File: src/rtl/alu_rr_sched_if.sv
// Request/grant/result bundle between two requesters and the shared ALU scheduler.
interface alu_rr_sched_if #(
  parameter int op_size = 4
);
  logic               req0;
  logic [2:0]         op0;
  logic [op_size-1:0] a0;
  logic [op_size-1:0] b0;
  logic               req1;
  logic [2:0]         op1;
  logic [op_size-1:0] a1;
  logic [op_size-1:0] b1;
  logic               gnt0;
  logic               gnt1;
  logic               done0;
  logic               done1;
  logic               err;
  logic               busy;
  logic [op_size-1:0] result;
  logic [3:0]         ccr;

  // Requester side: drives requests and operands, observes handshake and results.
  modport master (
    output req0, op0, a0, b0, req1, op1, a1, b1,
    input  gnt0, gnt1, done0, done1, err, busy, result, ccr
  );

  // Scheduler side.
  modport slave (
    input  req0, op0, a0, b0, req1, op1, a1, b1,
    output gnt0, gnt1, done0, done1, err, busy, result, ccr
  );
endinterface

File: src/rtl/alu_rr_sched.sv
// Round-robin scheduler sharing one ALU between two requesters. Each accepted
// operation walks IDLE -> EXEC -> FLAGS -> RESP; the CVNZ register persists
// across operations and is only cleared by reset.
module alu_rr_sched #(
  parameter int         op_size = 4,
  parameter logic [3:0] c_mask  = 4'b1000,
  parameter logic [3:0] v_mask  = 4'b0100,
  parameter logic [3:0] n_mask  = 4'b0010,
  parameter logic [3:0] z_mask  = 4'b0001
) (
  input logic           clk,
  input logic           rst,
  alu_rr_sched_if.slave bus
);

  typedef enum logic [1:0] {IDLE, EXEC, FLAGS, RESP} state_t;

  state_t             state, state_nxt;
  logic               owner;        // 0: requester 0, 1: requester 1
  logic               last_served;
  logic [2:0]         op_q;
  logic [op_size-1:0] a_q, b_q;
  logic [op_size-1:0] result_q;
  logic [3:0]         ccr_q;

  logic               grant, win1, illegal;
  logic [op_size:0]   sum;
  logic [op_size-1:0] diff;
  logic [op_size-1:0] alu_r;
  logic               alu_c, alu_v;

  // Arbitration: a lone request wins; on a tie the side not served last wins.
  always_comb begin
    grant = (state == IDLE) && (bus.req0 || bus.req1);
    win1  = bus.req1 && (!bus.req0 || !last_served);
  end

  // State register.
  always_ff @(posedge clk) begin
    if (rst) state <= IDLE;
    else     state <= state_nxt;
  end

  // Next-state: fixed phase sequence, no stalls.
  always_comb begin
    state_nxt = state;
    case (state)
      IDLE:    if (grant) state_nxt = EXEC;
      EXEC:    state_nxt = FLAGS;
      FLAGS:   state_nxt = RESP;
      RESP:    state_nxt = IDLE;
      default: state_nxt = IDLE;
    endcase
  end

  // Outputs: grant shown during EXEC, done/err during RESP, both tagged by owner.
  always_comb begin
    bus.busy   = (state != IDLE);
    bus.gnt0   = (state == EXEC) && !owner;
    bus.gnt1   = (state == EXEC) &&  owner;
    bus.done0  = (state == RESP) && !owner;
    bus.done1  = (state == RESP) &&  owner;
    bus.err    = (state == RESP) && illegal;
    bus.result = result_q;
    bus.ccr    = ccr_q;
  end

  // ALU on the latched operands. C and V default to their held values so the
  // logic ops leave them untouched.
  always_comb begin
    illegal = (op_q[2:1] == 2'b11);
    sum     = {1'b0, a_q} + {1'b0, b_q};
    diff    = a_q - b_q;
    alu_r   = result_q;
    alu_c   = |(ccr_q & c_mask);
    alu_v   = |(ccr_q & v_mask);
    case (op_q)
      3'b000: begin
        alu_r = sum[op_size-1:0];
        alu_c = sum[op_size];
        alu_v = (a_q[op_size-1] == b_q[op_size-1]) && (sum[op_size-1] != a_q[op_size-1]);
      end
      3'b001: begin
        alu_r = diff;
        alu_c = (a_q < b_q);
        alu_v = (a_q[op_size-1] != b_q[op_size-1]) && (diff[op_size-1] != a_q[op_size-1]);
      end
      3'b010:  alu_r = a_q & b_q;
      3'b011:  alu_r = a_q | b_q;
      3'b100:  alu_r = a_q ^ b_q;
      3'b101:  alu_r = ~a_q;
      default: alu_r = result_q;
    endcase
  end

  // Operand latch at grant, result/C/V at EXEC, N/Z at FLAGS; illegal ops touch nothing.
  always_ff @(posedge clk) begin
    if (rst) begin
      owner       <= 1'b0;
      last_served <= 1'b1;
      op_q        <= '0;
      a_q         <= '0;
      b_q         <= '0;
      result_q    <= '0;
      ccr_q       <= '0;
    end else begin
      case (state)
        IDLE: if (grant) begin
          owner       <= win1;
          last_served <= win1;
          op_q        <= win1 ? bus.op1 : bus.op0;
          a_q         <= win1 ? bus.a1  : bus.a0;
          b_q         <= win1 ? bus.b1  : bus.b0;
        end
        EXEC: if (!illegal) begin
          result_q <= alu_r;
          ccr_q    <= (ccr_q & ~(c_mask | v_mask)) |
                      (alu_c ? c_mask : 4'b0000) |
                      (alu_v ? v_mask : 4'b0000);
        end
        FLAGS: if (!illegal) begin
          ccr_q <= (ccr_q & ~(n_mask | z_mask)) |
                   (result_q[op_size-1] ? n_mask : 4'b0000) |
                   ((result_q == '0)    ? z_mask : 4'b0000);
        end
        default: ;
      endcase
    end
  end

endmodule

File: src/flat_wrapper.sv
// flat-port wrapper written by rule: the top's interface ports become plain ports
module alu_rr_sched_flat 
#(
  parameter int         op_size = 4,
  parameter logic [3:0] c_mask  = 4'b1000,
  parameter logic [3:0] v_mask  = 4'b0100,
  parameter logic [3:0] n_mask  = 4'b0010,
  parameter logic [3:0] z_mask  = 4'b0001
)
  (clk, rst, bus_req0, bus_op0, bus_a0, bus_b0, bus_req1, bus_op1, bus_a1, bus_b1, bus_gnt0, bus_gnt1, bus_done0, bus_done1, bus_err, bus_busy, bus_result, bus_ccr);
  alu_rr_sched_if #(.op_size(op_size)) bus_i ();
  input logic clk;
  input logic rst;
  input wire logic [$bits(bus_i.req0)-1:0] bus_req0;
  input wire logic [$bits(bus_i.op0)-1:0] bus_op0;
  input wire logic [$bits(bus_i.a0)-1:0] bus_a0;
  input wire logic [$bits(bus_i.b0)-1:0] bus_b0;
  input wire logic [$bits(bus_i.req1)-1:0] bus_req1;
  input wire logic [$bits(bus_i.op1)-1:0] bus_op1;
  input wire logic [$bits(bus_i.a1)-1:0] bus_a1;
  input wire logic [$bits(bus_i.b1)-1:0] bus_b1;
  output wire logic [$bits(bus_i.gnt0)-1:0] bus_gnt0;
  output wire logic [$bits(bus_i.gnt1)-1:0] bus_gnt1;
  output wire logic [$bits(bus_i.done0)-1:0] bus_done0;
  output wire logic [$bits(bus_i.done1)-1:0] bus_done1;
  output wire logic [$bits(bus_i.err)-1:0] bus_err;
  output wire logic [$bits(bus_i.busy)-1:0] bus_busy;
  output wire logic [$bits(bus_i.result)-1:0] bus_result;
  output wire logic [$bits(bus_i.ccr)-1:0] bus_ccr;
  assign bus_i.req0 = bus_req0;
  assign bus_i.op0 = bus_op0;
  assign bus_i.a0 = bus_a0;
  assign bus_i.b0 = bus_b0;
  assign bus_i.req1 = bus_req1;
  assign bus_i.op1 = bus_op1;
  assign bus_i.a1 = bus_a1;
  assign bus_i.b1 = bus_b1;
  assign bus_gnt0 = bus_i.gnt0;
  assign bus_gnt1 = bus_i.gnt1;
  assign bus_done0 = bus_i.done0;
  assign bus_done1 = bus_i.done1;
  assign bus_err = bus_i.err;
  assign bus_busy = bus_i.busy;
  assign bus_result = bus_i.result;
  assign bus_ccr = bus_i.ccr;
  alu_rr_sched #(.op_size(op_size), .c_mask(c_mask), .v_mask(v_mask), .n_mask(n_mask), .z_mask(z_mask)) u_core (.clk(clk), .rst(rst), .bus(bus_i));
endmodule
File: config.mk
export PLATFORM = sky130hd
export DESIGN_NAME = alu_rr_sched_flat
export DESIGN_NICKNAME = d
export VERILOG_FILES = /design/src/rtl/alu_rr_sched_if.sv /design/src/rtl/alu_rr_sched.sv /design/src/flat_wrapper.sv
export SDC_FILE = /design/constraint.sdc
export NUM_CORES = 1
export LEC_CHECK = 0
export CAP_MARGIN = 20
export CORE_MARGIN = 4
export CORE_UTILIZATION = 45
export DETAILED_ROUTE_END_ITERATION = 7
export PLACE_DENSITY = 0.83
export SLEW_MARGIN = 20
export SYNTH_ARGS = -nofsm -noshare
export SYNTH_HDL_FRONTEND = slang
export SYNTH_SLANG_ARGS = --single-unit
export TNS_END_PERCENT = 50
File: constraint.sdc
create_clock -name clk -period 2.6 [get_ports clk]
set_clock_uncertainty 0.05 [all_clocks]
set_input_delay 0.39 -clock clk [delete_from_list [all_inputs] [get_ports clk]]
set_output_delay 0.39 -clock clk [all_outputs]
set_load 0.01 [all_outputs]
==> results by group <==
Final layout
  – Final-stage net count: 287
  – Ant. Diodes: 0
  – Most frequent cells in the layout: 39 x clkdlybuf4s50_1, 25 x nor2_1, 23 x dfxtp_1, 18 x ha_1, 17 x inv_1
  – Filler cell count: 335
  – Most common cell after layout, fill and taps aside: clkdlybuf4s50_1
  – Layout cell share with drive strength beyond 1: 4.17%
  – Area grow syn2layout: 28.4%

Hold path
  – Hold/Removal Path Class: register to register

Setup path
  – Worst-path maximum fanout: 13
  – Worst setup SP type: register
  – Critical Path RT: 2.16 ns
  – CP Class: register to primary output
  – Crit end category: primary output
  – Worst path arrival time: 1.84 ns

STA
  – RSZ-0062 raised after global routing: no
  – Max Clk Rate: 0.438 GHz
  – Final hold violation count: 0
  – Final setup fails: 0
  – Period utilization: 87.8%
  – Worst slew pin tran: 0.517 ns
  – Fin. max-slew vios: 0
  – Fin crit period: 2.28 ns
  – Worst rel slew slack: 65.4%
  – Setup TNS Final: 0 ns
  – Min Hold Slack: 0.439 ns

Yosys
  – Synth Instances: 204
  – Synth area leaders: dfxtp_1 27%, ha_1 13%, mux2i_1 7.1%, a211oi_1 6.6%, nor2_1 5.5%
  – Post-synth top flop: dfxtp_1
  – Synth Register Bits: 23
  – Cell area after synthesis: 0.00170 sq mm
  – Cell variety after synth: 41
  – Syn_area_per_cell: 8.31 sq um
  – Synth top area share: 27.2%
  – Post-synth EDFFs: 0
  – Synth warnings: 0
  – Syn Nets: 250
  – Register area share after synthesis: 27.2%
  – Yosys top cell by area: dfxtp_1
  – Async SR Flop Fraction: 0%

Routing
  – Router iterations before antenna repair: 4
  – Via count: 1538
  – DRT iter0 DRCs: 77
  – DRC viols: 0
  – Routed WL per cell: 12.5 um
  – Post-DRT Antenna Nets: 0
  – Vias/cell: 5.34
  – Total Wirelength: 3600 um

CTS
  – Root Buffer: clkbuf_8
  – CTS HTree Levels: 1
  – CTS tree: yes
  – Hold buffer count at CTS: 0
  – Post-CTS resize count: 0
  – Clk sinks: 23
  – CTS Buf Count: 3
  – Clk slew on worst S/H paths: 0.08 ns
  – Postcts setup bufs: 0
  – Worst-Skew Late Latency: 0.26 ns
  – Clk buf depth: 2

Die
  – Die ar.: 0.00481 sq mm
  – Core area: 0.00366 sq mm
  – Starting Density: 46.3%
  – Die H: 69.4 um
  – Cell row count: 22
  – Die W: 69.4 um
  – I/O pin count: 40

Outcome
  – Outcome: finished, final reports clean

Placement
  – Post-DP HPWL: 2900 um
  – GP Congestion: 0.930
  – Buffers added on ports: 39

Pwr
  – Leakage power: 0.854 nW
  – Peak supply drop: 482 uV
  – Pwr dens: 961 mW/mm^2
  – Total power: 2.09 mW

GRT
  – Pin count of the biggest net entering global routing: 23
  – First-pass GRT wire length: 6070 um
  – Vias in the first global route: 1380
  – Initial antenna violation count: 0
  – Overflow after GRT: 0
  – GRT Total Usage: 14.9%

Run
  – Max-cap violations: 0
-- path summary, 6_finish.rpt --
kind	start	endpoint	slack [ns]	cells after the start
max	u_core.op_q[2]$_SDFFE_PP0P_	bus_err	0.32	3
min	u_core.bus.ccr[0]$_SDFFE_PP0P_	u_core.bus.ccr[0]$_SDFFE_PP0P_	0.44	2
max reg2reg	u_core.a_q[3]$_SDFFE_PP0P_	u_core.bus.result[3]$_SDFFE_PP0P_	0.33	6
min reg2reg	u_core.bus.ccr[0]$_SDFFE_PP0P_	u_core.bus.ccr[0]$_SDFFE_PP0P_	0.44	2
-- cells by family after synthesis --
group	Yosys count	synth area share, %
multiplexers	12	7.09
AND/OR/NAND/NOR	72	23.0
AO/OA/AOI/OAI	48	20.2
flip-flops	23	27.2
buffers and inverters	28	6.35
XOR/XNOR	1	0.517
adder cells (fa/ha/maj)	20	15.6
-- critical path, cell delays in order, from the launching register on --
cell             delay (ns)
dfxtp_1                0.62
ha_1                   0.29
and2_1                 0.14
clkdlybuf4s50_1        0.52
-- sequential cells by signal (all words and copies together), names as in the netlist --
name / cells
u_core.bus.result: 4
u_core.last_served: 1
u_core.op_q: 3
u_core.b_q: 4
u_core.a_q: 4
u_core.bus.ccr: 4
u_core.state: 2
u_core.owner: 1
-- cell usage after synthesis, types with 3 or more instances --
cell type / count
nor3b_1: 4
dfxtp_1: 23
mux2i_1: 12
clkbuf_1: 7
ha_1: 18
o21ai_0: 4
and2_1: 3
a211oi_1: 15
a311oi_1: 5
a21oi_1: 10
and3_1: 4
or4_1: 3
inv_1: 17
nor2b_1: 7
nor2_1: 25
nand2_1: 5
nand3_1: 4
nand2b_1: 6
-- cell type report --
class,count,area (sq um),area share [%]
Multi-Input combinational cell,153,1130,51.8
Inverter,17,63.8,2.93
Clock buffer,4,45.0,2.07
Sequential cell,23,460,21.1
Tap cell,48,60.1,2.76
Timing Repair Buffer,43,420,19.3
-- report_power, final --
group / switching (mW) / internal (mW) / leakage [nW]
Clock: 0.115 / 0.109 / 0.0228
Sequential: 0.160 / 0.478 / 0.190
Combinational: 0.644 / 0.587 / 0.641
Total: 0.918 / 1.17 / 0.854
-- per-stage QoR --
stage          area (sq um)  cells  util [%]  setup WS (ns)
5_1_grt                2180    288      59.5          0.214
4_1_cts                2180    288      59.5          0.314
3_3_place_gp           2130    284      58.2          0.427
2_1_floorplan          1700    204         -          0.487
6_report               2180    288      59.5          0.317
3_5_place_dp           2130    284      58.2          0.364
-- per-layer routing --
layer | GRT usage, % | vias up | share of wire (%)
met5 | 0 | - | 0
met4 | 3.90 | 0 | 1.2
met3 | 2.17 | 5 | 7.1
met2 | 25.7 | 49 | 47
met1 | 19.2 | 681 | 45
li1 | - | 803 | -
Power figures use the tool's default switching activity.
